<file path="config.mk">
export PLATFORM = sky130hd
export DESIGN_NAME = tile_irq_agent
export DESIGN_NICKNAME = d
export VERILOG_FILES = /design/src/rtl/tile_irq_agent.sv
export SDC_FILE = /design/constraint.sdc
export NUM_CORES = 1
export LEC_CHECK = 0
export CAP_MARGIN = 5
export CORE_ASPECT_RATIO = 0.5
export CORE_MARGIN = 3
export CORE_UTILIZATION = 40
export CTS_CLUSTER_SIZE = 28
export DETAILED_ROUTE_END_ITERATION = 8
export GPL_TIMING_DRIVEN = 0
export PLACE_DENSITY = 0.71
export RECOVER_POWER = 50
export SYNTH_ARGS = -nofsm -noshare
export SYNTH_HDL_FRONTEND = slang
export SYNTH_SLANG_ARGS = --single-unit
</file>
<file path="constraint.sdc">
create_clock -name clk -period 1.74 [get_ports clk]
set_input_delay 0.348 -clock clk [delete_from_list [all_inputs] [get_ports clk]]
set_output_delay 0.348 -clock clk [all_outputs]
set_load 0.005 [all_outputs]
</file>
<file path="src/rtl/tile_irq_agent.sv">
// Tile interrupt agent: edge-detects local sources into PENDING and presents them one at a time on a two-channel INT request to the Dock.
// It also holds a sticky NMI request. Defining TILE_IRQ_VECTOR_EN adds the VBASE register and the ack_vector/ack_vector_valid outputs.
module tile_irq_agent #(
  parameter int NUM_SRC    = 8,
  parameter int GAP_CYCLES = 2
) (
  input  logic               clk,
  input  logic               rst_n,
  input  logic [NUM_SRC-1:0] src_event,
  input  logic               nmi_event,
  input  logic               slot_ack,
  output logic [1:0]         int_req,
  output logic               nmi_req,
  input  logic               reg_wr_en,
  input  logic               reg_rd_en,
  input  logic [3:0]         reg_addr,
  input  logic [31:0]        reg_wdata,
  output logic [31:0]        reg_rdata,
`ifdef TILE_IRQ_VECTOR_EN
  output logic [7:0]         ack_vector,
  output logic               ack_vector_valid,
`endif
  output logic [1:0]         dbg_state_o
);

  typedef enum logic [1:0] {
    ST_IDLE      = 2'd0,
    ST_ASSERT    = 2'd1,
    ST_INSERVICE = 2'd2,
    ST_GAP       = 2'd3
  } state_e;

  state_e             state_q, state_d;
  logic [NUM_SRC-1:0] enable_q, enable_d;
  logic [NUM_SRC-1:0] chmap_q, chmap_d;
  logic [NUM_SRC-1:0] pending_q, pending_d;
  logic [NUM_SRC-1:0] prev_q;
  logic               nmi_prev_q;
  logic               nmi_q, nmi_d;
  logic               spurious_q, spurious_d;
  logic [3:0]         cur_src_q, cur_src_d;
  logic               cur_ch_q, cur_ch_d;
  logic [3:0]         gap_cnt_q, gap_cnt_d;
  logic [1:0]         int_req_q, int_req_d;
  logic [31:0]        rdata_q, rdata_d;

  logic               wr_enable, wr_chmap, wr_pending, wr_eoi, wr_status, wr_nmiclr;
  logic [NUM_SRC-1:0] rise;
  logic [NUM_SRC-1:0] eligible, elig_ch0, elig_ch1;
  logic [NUM_SRC-1:0] cur_mask, ack_mask, w1c_mask;
  logic               ack_ok;
  logic [31:0]        rd_val;
  logic               unused_wdata;

  assign wr_enable  = reg_wr_en && (reg_addr == 4'h0);
  assign wr_chmap   = reg_wr_en && (reg_addr == 4'h1);
  assign wr_pending = reg_wr_en && (reg_addr == 4'h2);
  assign wr_eoi     = reg_wr_en && (reg_addr == 4'h3);
  assign wr_status  = reg_wr_en && (reg_addr == 4'h4);
  assign wr_nmiclr  = reg_wr_en && (reg_addr == 4'h5);

  assign rise     = src_event & ~prev_q;
  assign eligible = pending_q & enable_q;
  assign elig_ch0 = eligible & ~chmap_q;
  assign elig_ch1 = eligible & chmap_q;
  assign cur_mask = {{(NUM_SRC-1){1'b0}}, 1'b1} << cur_src_q;
  assign unused_wdata = ^reg_wdata;

  function automatic logic [3:0] lowest_idx(input logic [NUM_SRC-1:0] v);
    lowest_idx = '0;
    for (int i = NUM_SRC - 1; i >= 0; i--) begin
      if (v[i]) lowest_idx = 4'(i);
    end
  endfunction

  // Handshake: int_req[cur_ch] is held high from ASSERT through INSERVICE; a
  // slot_ack pulse while in ASSERT is the acceptance, and only then is the
  // request's pending bit consumed. Acks in any other state are spurious.
  always_comb begin
    state_d   = state_q;
    cur_src_d = cur_src_q;
    cur_ch_d  = cur_ch_q;
    gap_cnt_d = gap_cnt_q;
    ack_ok    = 1'b0;
    case (state_q)
      ST_IDLE: begin
        if (|eligible) begin
          if (|elig_ch0) begin
            cur_ch_d  = 1'b0;
            cur_src_d = lowest_idx(elig_ch0);
          end else begin
            cur_ch_d  = 1'b1;
            cur_src_d = lowest_idx(elig_ch1);
          end
          state_d = ST_ASSERT;
        end
      end
      ST_ASSERT: begin
        if (slot_ack) begin
          ack_ok  = 1'b1;
          state_d = ST_INSERVICE;
        end else if (!(|(enable_q & cur_mask))) begin
          state_d   = ST_GAP;
          gap_cnt_d = 4'(GAP_CYCLES - 1);
        end
      end
      ST_INSERVICE: begin
        if (wr_eoi) begin
          state_d   = ST_GAP;
          gap_cnt_d = 4'(GAP_CYCLES - 1);
        end
      end
      ST_GAP: begin
        if (gap_cnt_q == 4'd0) state_d = ST_IDLE;
        else                   gap_cnt_d = gap_cnt_q - 4'd1;
      end
      default: state_d = ST_IDLE;
    endcase

    int_req_d = 2'b00;
    if (state_d == ST_ASSERT || state_d == ST_INSERVICE) begin
      int_req_d = cur_ch_d ? 2'b10 : 2'b01;
    end
  end

  // New rising edges are OR-ed in last so a set always beats a same-cycle clear.
  always_comb begin
    ack_mask  = ack_ok ? cur_mask : '0;
    w1c_mask  = wr_pending ? reg_wdata[NUM_SRC-1:0] : '0;
    pending_d = (pending_q & ~(ack_mask | w1c_mask)) | rise;
    enable_d  = wr_enable ? reg_wdata[NUM_SRC-1:0] : enable_q;
    chmap_d   = wr_chmap ? reg_wdata[NUM_SRC-1:0] : chmap_q;
    nmi_d     = (nmi_q & ~(wr_nmiclr & reg_wdata[0])) | (nmi_event & ~nmi_prev_q);
    spurious_d = spurious_q;
    if (slot_ack && (state_q != ST_ASSERT)) spurious_d = 1'b1;
    else if (wr_status)                     spurious_d = 1'b0;
  end

`ifdef TILE_IRQ_VECTOR_EN
  logic [7:0] vbase_q;
  logic [7:0] vec_q;
  logic       vec_valid_q;

  always_ff @(posedge clk or negedge rst_n) begin
    if (!rst_n) begin
      vbase_q     <= 8'h00;
      vec_q       <= 8'h00;
      vec_valid_q <= 1'b0;
    end else begin
      if (reg_wr_en && (reg_addr == 4'h6)) vbase_q <= reg_wdata[7:0];
      vec_valid_q <= ack_ok;
      if (ack_ok) vec_q <= vbase_q + {4'h0, cur_src_q};
    end
  end

  assign ack_vector       = vec_q;
  assign ack_vector_valid = vec_valid_q;
`endif

  always_comb begin
    rd_val = 32'h0;
    case (reg_addr)
      4'h0: rd_val = 32'(enable_q);
      4'h1: rd_val = 32'(chmap_q);
      4'h2: rd_val = 32'(pending_q);
      4'h4: rd_val = {19'h0, spurious_q, nmi_q, state_q, cur_ch_q, 4'h0, cur_src_q};
`ifdef TILE_IRQ_VECTOR_EN
      4'h6: rd_val = {24'h0, vbase_q};
`endif
      default: rd_val = 32'h0;
    endcase
    rdata_d = reg_rd_en ? rd_val : rdata_q;
  end

  always_ff @(posedge clk or negedge rst_n) begin
    if (!rst_n) begin
      state_q    <= ST_IDLE;
      enable_q   <= '0;
      chmap_q    <= '0;
      pending_q  <= '0;
      prev_q     <= '0;
      nmi_prev_q <= 1'b0;
      nmi_q      <= 1'b0;
      spurious_q <= 1'b0;
      cur_src_q  <= 4'h0;
      cur_ch_q   <= 1'b0;
      gap_cnt_q  <= 4'h0;
      int_req_q  <= 2'b00;
      rdata_q    <= 32'h0;
    end else begin
      state_q    <= state_d;
      enable_q   <= enable_d;
      chmap_q    <= chmap_d;
      pending_q  <= pending_d;
      prev_q     <= src_event;
      nmi_prev_q <= nmi_event;
      nmi_q      <= nmi_d;
      spurious_q <= spurious_d;
      cur_src_q  <= cur_src_d;
      cur_ch_q   <= cur_ch_d;
      gap_cnt_q  <= gap_cnt_d;
      int_req_q  <= int_req_d;
      rdata_q    <= rdata_d;
    end
  end

  assign int_req     = int_req_q;
  assign nmi_req     = nmi_q;
  assign reg_rdata   = rdata_q;
  assign dbg_state_o = state_q;

endmodule

</file>
## Yosys cells after proc, flatten, opt, wreduce, memory -nomap -nowiden

Cells that the tools add are included.

- Bits in registers: 80
- Input port bits: 50
- Output and inout bits: 37
- Word-level logic and storage cells: 105

- Equality and inequality tests: 15
- Shift-type cells: 1
- Add/sub/neg operators: 1
- Bitwise logic cells: 17
- Mux-type cells: 40
- Reductions and logical operators: 18

Operators by type and width:

| kind | count |
|---|---|
| $mux 4 | 19 |
| $pmux 13 s4 | 1 |
| $and 8x8->8 | 6 |
| $not 8->8 | 3 |
| $reduce_or 8->1 | 3 |
| $mux 8 | 2 |
| $or 8x8->8 | 2 |
| $mux 2 | 7 |
| $pmux 4 s3 | 1 |
| $eq 4x2->1 const B | 2 |
| $eq 4x3->1 const B | 2 |
| $logic_not 4->1 | 2 |
| $ne 2x2->1 const B | 4 |
| $pmux 2 s4 | 1 |
| $shl 1x4->8 const A | 1 |
| $logic_and 1x1->1 | 7 |
| $mux 1 | 7 |
| $eq 2x2->1 const B | 3 |
| $mux 3 | 2 |
| $reduce_and 5->1 | 1 |
| $eq 2x1->1 const B | 2 |
| $eq 4x1->1 const B | 1 |
| $sub 4x1->4 const B | 1 |
| $and 1x1->1 | 3 |
| other kinds (8) | 9 |

## Longest topological paths before layout

- Depth in word-level cells: 11
- Gate-level depth with buffers: 7
- Depth with buffers taken out: 7

## Worst setup path after synthesis

No wires, ideal clock.

- Path kind: register to register
- Start: register gap_cnt_q[0]
- End: register int_req_q[1] (netlist: int_req[1])
- Period minus slack after synthesis: 1.744 ns
- Path slack: -0.004 ns
- Required time: 1.601 ns
- Setup time: 0.139 ns
- Cell stages (with the launch flop): 8
- Arrival: 1.605 ns
- Cells stage by stage: dfrtp_1 > inv_1 > ha_1 > or3b_2 > nand3_1 > a21oi_1 > xnor2_1 > o22ai_1

- Longest elaborated chain between the ends: 6
- Elaborated cells between the ends (all ways): 7
- Classes of those cells: 2 x eq/ne; 3 x mux; 2 x reduce/logical

RTL lines:

| what | line | source |
|---|---|---|
| start, declared | 43 | `logic [3:0] gap_cnt_q, gap_cnt_d;` |
| start signal, assigned | 201 | `gap_cnt_q <= gap_cnt_d;` |
| $logic_not 4->1 (*) | 114 | `if (gap_cnt_q == 4'd0) state_d = ST_IDLE;` |
| $mux 2 (*) | 114 |  |
| $pmux 2 s4 (*) | 85 | `case (state_q)` |
| $eq 2x1->1 or $eq 2x2->1 (tied branches) | 121 | `if (state_d == ST_ASSERT \|\| state_d == ST_INSERVICE) begin` |
| $logic_or 1x1->1 (*) | 121 |  |
| $mux 2 (*) | 121 |  |
| net int_req_d[1] | 44 | `logic [1:0] int_req_q, int_req_d;` |
| end signal, assigned | 202 | `int_req_q <= int_req_d;` |
| end, declared | 44 |  |

Mark *: on every way through the listed nets, which the timed path passes. The rest lies on a longest branch.
A chain may end at the register's enable or synchronous reset.

## Final worst setup path

- Start: register cur_src_q[0]
- End: register gap_cnt_q[3]

- Longest elaborated chain between the ends: 5

RTL lines:

| what | line | source |
|---|---|---|
| start, declared | 41 | `logic [3:0] cur_src_q, cur_src_d;` |
| start signal, assigned | 199 | `cur_src_q <= cur_src_d;` |
| $shl 1x4->8 | 66 | `assign cur_mask = {{(NUM_SRC-1){1'b0}}, 1'b1} << cur_src_q;` |
| $and 8x8->8 | 102 | `end else if (!(\|(enable_q & cur_mask))) begin` |
| $reduce_or 8->1 | 102 |  |
| $ne 2x2->1 (no source line) | n/a |  |
| $reduce_and 5->1 (no source line) | n/a |  |

Every way passes these cells.

==> impl_metrics.tcl <==
set metrics [dict create \
    status "complete, but fails checks" \
    violations "negative setup slack" \
    clock-sinks 60 \
    die_h_um 69.2 \
    synthesis.area_sq_um 3190 \
    yosysTopAreaCell "dfrtp_1" \
    clockBufferDepth 2 \
    firstDrtPassIters 4 \
    setup-violations-final 1 \
    post-route-period-util_pct 102 \
    synth_mux_area_share_pct 9.69 \
    grt_start_max_net_pins 32 \
    insertion_delay_ns 0.33 \
    overflow 0 \
    cp_slowest_cell "dfrtp_1" \
    synth_fa_ha_area_share_pct 0.784 \
    grt_antenna_before_repair 0 \
    synth_edf_count 0 \
    max_stage_delay_ns 0.40 \
    path_delay_family "compound AO/OA/AOI/OAI gates" \
    yosysMostFrequentCell "dfrtp_1" \
    synth_cell_types 55 \
    fin_ws_ns -0.0357 \
    synthCells 327 \
    area_growth_pct 38.0 \
    crit_chain "buf_6 > mux2_4 > a2bb2oi_4 > a31oi_4 > o21ai_2 > a211o_1" \
    crit_type "reg2reg" \
    die-area_sq_um 9150 \
    power_density_nw_per_um2 1350 \
    maxSlewViolCount 0 \
    arrival_ns 1.98 \
    hold_class "in2async" \
    tns_ns -0.0357 \
    cts_tree "built" \
    antenna_left 0 \
    track_usage_pct 19.3 \
    layout-drive-gt1-share_pct 26.0 \
    start_util_pct 42.3 \
    cp-start-kind "flip-flop" \
    core.rowCount 22 \
    fin_util_pct 58.4 \
    cts_root_buf "clkbuf_16" \
    num-nets-final 462 \
    h-tree-depth 3 \
    drc 0 \
    vias 2689 \
    synth_top_family_by_area "compound AO/OA/AOI/OAI gates" \
    vdd_drop_max_mv 0.600 \
    cp_max_fo 4 \
    netlist_top_cells_count "dfrtp_1 (60), nand2_1 (30), inv_1 (29)" \
    register_area_sq_um 1510 \
    synth-xor-area-share_pct 0.275 \
    hold_ws_ns 0.0905 \
    pin_count 87 \
    p_leak_nw 1.97 \
    synth_top_area_share_pct 47.1 \
    wl_mm 8.44 \
    seq_area_frac_synth_pct 47.1 \
    multi_input_area_sq_um 1630 \
    yosys.area_share.simple_pct 15.3 \
    hpwl_mm 5.94 \
    ys_top_cells_by_area "dfrtp_1 (47%), mux2_2 (6.7%), buf_4 (4.5%)" \
    io_buffer_count 42 \
    post_drt_wl_per_cell_um 16.1 \
    synth_compound_area_share_pct 17.6 \
    antenna_cells 0 \
    core_sq_um 7540 \
    yosysWarnings 0 \
    synth_area_per_cell_sq_um 9.76 \
    crit_required_ns 1.95 \
    hold_viol_final 0 \
    fmax_mhz 563 \
    synth_ff_type "dfrtp_1" \
    numCtsBuffers 9 \
    gp_congestion 1.00 \
    vias_per_cell 5.14 \
    path_clk_slew_ns 0.05 \
    period_needed_ns 1.78 \
    drt_iter0_markers 176 \
    skew_ns 0.00448 \
    n_fill_cell 670 \
    grt_pass1_vias 2684 \
    cap_viol_max_count 0 \
    slew_headroom_pct 47.1 \
    ys_ff_latch 60 \
    setup.worst_path.end_class "flip-flop" \
    tightest_slew_ns 0.794 \
    async_flop_share_pct 100 \
    grt_first_pass_wirelength_mm 13.8 \
    path_buf_inv 1 \
    dieWidth_um 132 \
    hold_buffers 0 \
    rsz0062_at_grt "true" \
]
-- state kept, by name, summed over array words and instances, names as in the netlist --
register and count:
cur_ch_q 1, prev_q 8, enable_q 8, chmap_q 8, int_req 2, spurious_q 1, pending_q 8, nmi_req 1
gap_cnt_q 4, cur_src_q 3, reg_rdata 13, nmi_prev_q 1, dbg_state_o 2
-- path summary, 6_finish.rpt --
path | from | to | cells after the start | slack [ns]
hold / removal | rst_n | spurious_q | 1 | 0.09
setup / recovery | cur_src_q[0] | gap_cnt_q[3] | 6 | -0.04
min in group clk | prev_q[2] | pending_q[2] | 1 | 0.41
setup reg to reg | cur_src_q[0] | gap_cnt_q[3] | 6 | -0.04
max in group asynchronous | rst_n | enable_q[2] | 2 | 0.35
hold reg to reg | prev_q[2] | pending_q[2] | 1 | 0.41
-- logic make-up (layout without fill, tap and decap cells) --
group / Yosys count / count (layout)
buf+inv: 57 / 127
simple gates: 95 / 95
xor+xnor: 1 / 1
mux: 28 / 28
compound gates: 83 / 83
other cells: 1 / 19
flops: 60 / 60
fa+ha+maj: 2 / 2
-- placed cells by master (no fill, tap or decap), drive strengths merged, types with 2 or more instances in the layout --
cell type,count
a211oi,2
a21oi,10
a22oi,9
a311oi,2
a31oi,3
a32oi,3
and3,7
buf,33
clkbuf,19
clkdlybuf4s50,30
clkinv,4
conb,19
dfrtp,60
dlygate4sd3,9
ha,2
inv,29
mux2,20
mux2i,8
nand2,30
nand3,14
nand3b,7
nor2,16
nor2b,7
nor3,2
nor3b,2
o2111ai,2
o211ai,2
o21ai,24
o22ai,14
o31ai,2
or2,2
or3,3
-- power by group --
group | total (W) | switching, W | internal [W]
registers | 0.00199 | 0.000325 | 0.00167
logic | 0.00217 | 0.00107 | 0.00111
clock network | 0.00178 | 0.000605 | 0.00117
total | 0.00594 | 0.00200 | 0.00395
-- per-stage QoR --
stage | cells | instance area [sq um] | total power (W) | setup slack (ns)
global route | 523 | 4400 | 0.00629 | -0.0670
CTS | 520 | 4310 | 0.00579 | -0.00797
floorplan | 345 | 3260 | 0.00306 | 0.00867
finish | 523 | 4400 | 0.00594 | -0.0357
global placement | 495 | 3810 | 0.00361 | -1.64
detailed placement | 496 | 3830 | 0.00365 | -0.798
-- layout make-up --
type	instances	share of cell area, %
inverter	29	2.47
timing repair buffer	55	12.0
buffer	27	4.35
tap	108	3.07
clock inverter	5	1.14
clock buffer	11	5.74
multi-input combinational	228	37.0
sequential	60	34.2
-- metal layers --
layer  share of wire [%]  routed length, um  global-route usage (%)
met1                  47               3950                    26.2
met2                  43               3610                    28.5
met3                 8.0                679                    6.71
met4                 2.3                198                    7.26
met5                   0                  0                       0
-- timing repair --
action,4_1_cts,5_1_grt
pin swaps,7,6
gates resized for setup,26,24
setup buffers,9,3
setup endpoints to repair,45,37
Power figures use the tool's default switching activity.
